--- src/rtl/hazard_scoreboard.sv ---
// Hazard unit for the 5-stage MIPS core: forwarding selects, load-use/branch stalls, one-deep mul-div scoreboard.
// Optional W->M store-data forwarding is enabled by defining HAZARD_MEM_FWD_EN.
module hazard_scoreboard #(
    parameter int AW    = 5,
    parameter int MDLAT = 4,
    parameter int CW    = 16
) (
    input  logic          clk,
    input  logic          reset,
    input  logic [AW-1:0] rsD,
    input  logic [AW-1:0] rtD,
    input  logic [AW-1:0] writeregD,
    input  logic          regwriteD,
    input  logic          branchD,
    input  logic          memwriteD,
    input  logic          mdD,
    input  logic [AW-1:0] rsE,
    input  logic [AW-1:0] rtE,
    input  logic [AW-1:0] writeregE,
    input  logic          regwriteE,
    input  logic          memtoregE,
    input  logic          mdstartE,
    input  logic [AW-1:0] mdregE,
    input  logic [AW-1:0] rtM,
    input  logic [AW-1:0] writeregM,
    input  logic          regwriteM,
    input  logic          memtoregM,
    input  logic          memwriteM,
    input  logic [AW-1:0] writeregW,
    input  logic          regwriteW,
    output logic          forwardaD,
    output logic          forwardbD,
    output logic [1:0]    forwardaE,
    output logic [1:0]    forwardbE,
    output logic          forwardM,
    output logic          stallF,
    output logic          stallD,
    output logic          flushE,
    output logic          mdbusy,
    output logic          mdwriteW,
    output logic [AW-1:0] mdregW,
    output logic [CW-1:0] stallcount
);
    localparam int CNTW = $clog2(MDLAT) + 1;

    logic            r_busy;
    logic [CNTW-1:0] r_cnt;
    logic [AW-1:0]   r_mdreg;
    logic [CW-1:0]   r_stallcount;

    logic w_lwraw, w_lwstall, w_branchstall, w_mdstall, w_stall;
    logic w_mdwrite, w_pending, w_hit_busy, w_hit_issue, w_accept;

    assign forwardaD = (rsD != '0) & (rsD == writeregM) & regwriteM;
    assign forwardbD = (rtD != '0) & (rtD == writeregM) & regwriteM;

    always_comb begin
        forwardaE = 2'b00;
        if (rsE != '0 && rsE == writeregM && regwriteM)      forwardaE = 2'b10;
        else if (rsE != '0 && rsE == writeregW && regwriteW) forwardaE = 2'b01;
        forwardbE = 2'b00;
        if (rtE != '0 && rtE == writeregM && regwriteM)      forwardbE = 2'b10;
        else if (rtE != '0 && rtE == writeregW && regwriteW) forwardbE = 2'b01;
    end

    assign w_lwraw = memtoregE & ((rtE == rsD) | (rtE == rtD));

`ifdef HAZARD_MEM_FWD_EN
    // A store whose only dependency is its data operand picks the load value up via W->M.
    assign w_lwstall = w_lwraw & ~(memwriteD & (rtE == rtD) & (rtE != rsD));
    assign forwardM  = memwriteM & (rtM != '0) & (rtM == writeregW) & regwriteW;
`else
    assign w_lwstall = w_lwraw;
    assign forwardM  = 1'b0;
`endif

    assign w_branchstall = branchD &
        ((regwriteE & ((writeregE == rsD) | (writeregE == rtD))) |
         (memtoregM & ((writeregM == rsD) | (writeregM == rtD))));

    assign w_mdwrite   = r_busy & (r_cnt == '0);
    assign w_pending   = r_busy & ~w_mdwrite;
    assign w_hit_busy  = ((r_mdreg != '0) & ((r_mdreg == rsD) | (r_mdreg == rtD))) |
                         (regwriteD & (writeregD == r_mdreg)) | mdD;
    assign w_hit_issue = ((mdregE != '0) & ((mdregE == rsD) | (mdregE == rtD))) |
                         (regwriteD & (writeregD == mdregE)) | mdD;
    assign w_mdstall   = (w_pending & w_hit_busy) | (mdstartE & w_hit_issue);

    assign w_stall = w_lwstall | w_branchstall | w_mdstall;
    assign stallD  = w_stall;
    assign stallF  = w_stall;
    assign flushE  = w_stall;

    // The op in E only bubbles decode through its own dependency; that bubble must not cancel the op itself.
    assign w_accept = mdstartE & (~r_busy | w_mdwrite) & ~(w_lwstall | w_branchstall);

    always_ff @(posedge clk or posedge reset) begin
        if (reset) begin
            r_busy  <= 1'b0;
            r_cnt   <= '0;
            r_mdreg <= '0;
        end else if (w_accept) begin
            r_busy  <= 1'b1;
            r_cnt   <= CNTW'(MDLAT - 1);
            r_mdreg <= mdregE;
        end else if (r_busy) begin
            if (r_cnt != '0) r_cnt  <= r_cnt - 1'b1;
            else             r_busy <= 1'b0;
        end
    end

    always_ff @(posedge clk or posedge reset) begin
        if (reset)                               r_stallcount <= '0;
        else if (w_stall && r_stallcount != '1)  r_stallcount <= r_stallcount + 1'b1;
    end

    assign mdbusy     = r_busy;
    assign mdwriteW   = w_mdwrite;
    assign mdregW     = r_mdreg;
    assign stallcount = r_stallcount;
endmodule
--- config.mk ---
export PLATFORM = sky130hd
export DESIGN_NAME = hazard_scoreboard
export DESIGN_NICKNAME = d
export VERILOG_FILES = /design/src/rtl/hazard_scoreboard.sv
export SDC_FILE = /design/constraint.sdc
export NUM_CORES = 1
export LEC_CHECK = 0
export ABC_AREA = 0
export BUFFER_PORTS_ARGS = -buffer_cell sky130_fd_sc_hd__buf_2
export CORE_UTILIZATION = 40
export DETAILED_ROUTE_END_ITERATION = 8
export PLACE_DENSITY = 0.73
export SYNTH_ARGS = -nofsm -noshare
export SYNTH_HDL_FRONTEND = slang
export SYNTH_SLANG_ARGS = --single-unit
--- constraint.sdc ---
create_clock -name clk -period 3.05 [get_ports clk]
set_input_delay 0 -clock clk [delete_from_list [all_inputs] [get_ports clk]]
set_output_delay 0 -clock clk [all_outputs]
set_load 0.005 [all_outputs]
==> impl_metrics.toml <==
[run_status]
outcome = "completed"

[synth]
synth-main-ff-cell = "dfrtp_1"
post-synth-top-count-cell = "xnor2_1"
synth.area.top_cells = "dfrtp_1, xnor2_1, xor2_1, nor4_1, mux2_2"
synth-seq-cells = 25
synth_commonest_cells = "xnor2_1, xor2_1, dfrtp_1, clkbuf_1, nor4_1"
synth_enable_flop_cells = 0
netlist_area_um2 = 2280
async_flop_share_pct = 100
syn_nets = 317
synthCells = 251
ys_types = 36
yosys_warnings = 0
yosysTopAreaCell = "dfrtp_1"
synth_top_area_share_pct = 27.5
yosysSeqAreaShare_pct = 27.5
avgSynthCellArea_um2 = 9.07

[drt]
num_vias = 2051
finalWirelength_um = 5990
wl_per_cell_um = 15.2
first_iter_violations = 48
first_pass_iters = 4
vias_per_cell = 5.19
drc = 0
final_antenna_net_count = 0

[floorplanning]
die_area_um2 = 6000
num_rows = 27
floorplan.initialDensity_pct = 41.3
io_pins = 96
die_w_um = 77.4
die_h_um = 77.4
core_area_um2 = 5510

[timing]
rsz0062_at_grt = "no"
tightest_slew_ps = 980
tns_ps = 0
slew_headroom_pct = 34.6
skew_ps = 6.32
hold_ws_ps = 68.2
drv_slew = 0
min_period_over_period_pct = 87.4
fmax_ghz = 0.375
fin_crit_ps = 2670
setup_viol = 0
hold_viol_final = 0

[final_layout]
layout.nets = 390
design_area_um2 = 2770
drive_above_1_share_pct = 32.2
antenna_cells = 0
fillers = 544
syn_to_final_growth_pct = 21.8

[grt]
grt_overflow = 0
antenna_found_initial = 0
grt_pass1_wl_um = 9950
grt_pass1_vias = 2102
grt_max_degree = 26
grt_util_all_layers_pct = 20.7

[place]
hpwl_um = 4720
gp_congestion = 0.836
port_buffers = 87
dpl_cell_area_um2 = 2710

[clock_tree]
cts_tree = "done"
post_cts_buffers = 0
cts_root_buffer = "clkbuf_8"
numCtsBuffers = 3
clkSinkCount = 25
ctsLongestPathBuffers = 2
htreeDepth = 1
clock_latency_ps = 270
cts.clk_slew.worst_paths_ps = 90

[setup_path]
crit_type = "flip-flop to flip-flop"
crit_path_start_kind = "flip-flop"
end_kind = "flip-flop"
cp.arrival_ps = 2830
critPathMaxFanout = 9
r2r_cells = 7
critPathRequiredTime_ps = 3220

[run]
maxCapViolCount = 0

[hold_path]
min_path_cells = 2
hold_class = "input port to flip-flop"

[power]
p_leak_nw = 1.25
p_per_area_nw_per_um2 = 541
ir_worst_vdd_mv = 0.366
[metal layers]
layer / vias up / share of wire, % / wire length (µm) / GRT usage, %
met1: 958 / 44 / 2620 / 25.1
met3: 9 / 4.5 / 272 / 2.00
li1: 1014 / - / - / -
met5: - / 0 / 0 / 0
met2: 70 / 50 / 3020 / 38.7
met4: 0 / 1.3 / 79 / 5.47
[worst max-delay path, stage by stage, from the launching register on]
cell,delay (ps)
dfrtp_1,450
or4_1,560
nor2_2,120
nor4_1,60
o41ai_1,460
a21oi_1,320
nor2_1,250
mux2_2,350
[cells in the final DEF (no fill, tap or decap), types with 3 or more instances in the layout]
master / netlist / layout
xor2_1: 43 / 43
clkbuf_8: 0 / 3
buf_2: 1 / 87
nand4_1: 9 / 9
inv_1: 4 / 4
o2111ai_1: 5 / 5
nor4_1: 14 / 14
xnor2_1: 53 / 53
or4_1: 6 / 6
and3_1: 8 / 8
o211ai_1: 3 / 3
dfrtp_1: 25 / 25
o21ai_1: 3 / 3
nor2_1: 9 / 9
mux2_2: 6 / 6
nand3_1: 8 / 8
nand2_1: 8 / 8
ha_1: 3 / 3
[cell families (layout without fill, tap and decap cells)]
logic type	after synthesis	count (layout)	synth area share, %
other	1	1	0.165
DFF	25	25	27.5
muxes	6	6	2.97
and+or+nand+nor	72	72	18.1
AOI/OAI and AO/OA	22	22	7.48
buffers and inverters	26	98	5.17
xor gates and xnor gates	96	96	36.9
adders and majority gates	3	3	1.65
[registers in the layout, indices dropped and copies added, names as in the netlist]
signal,cells
stallcount,16
r_cnt,3
mdbusy,1
mdregW,5
[repair_timing]
action	4_1_cts	5_1_grt
gates resized for setup	0	0
hold buffers	1	0
endpoints found under the hold margin	25	0
[where the power goes]
group / total, W / internal, W / switching [W]
clock network: 0.000202 / 0.0000927 / 0.000109
logic: 0.000709 / 0.000370 / 0.000339
registers: 0.000588 / 0.000439 / 0.000150
[metrics by stage]
step / power [W] / cells / setup WS (ps) / util [%]
after floorplan: 0.00107 / 251 / 669 / -
after global placement: 0.00127 / 390 / 400 / 49.3
after detailed placement: 0.00131 / 390 / 355 / 49.3
after CTS: 0.00151 / 395 / 361 / 50.4
after global routing: 0.00162 / 395 / 201 / 50.4
final: 0.00150 / 395 / 385 / 50.4
[area by class of cell]
type                            instances  area [µm²]  share of cell area [%]
Tap cell                               72        90.1                    3.25
Timing Repair Buffer                   90         460                    16.6
Sequential cell                        25         626                    22.6
Inverter                                4        15.0                   0.542
Clock inverter                          1        7.51                   0.271
Multi-Input combinational cell        200        1530                    55.3
Clock buffer                            3        41.3                    1.49
[final timing paths]
check | from | to | slack, ps
max | mdregW[0] | stallcount[1] | 380
min | mdregE[2] | mdregW[2] | 70
max reg2reg | mdregW[0] | stallcount[1] | 380
min reg2reg | stallcount[11] | stallcount[11] | 490
max in group asynchronous | reset | mdregW[3] | 1970
min in group asynchronous | reset | stallcount[7] | 480
Note: power is estimated with default switching activity, not from simulation.
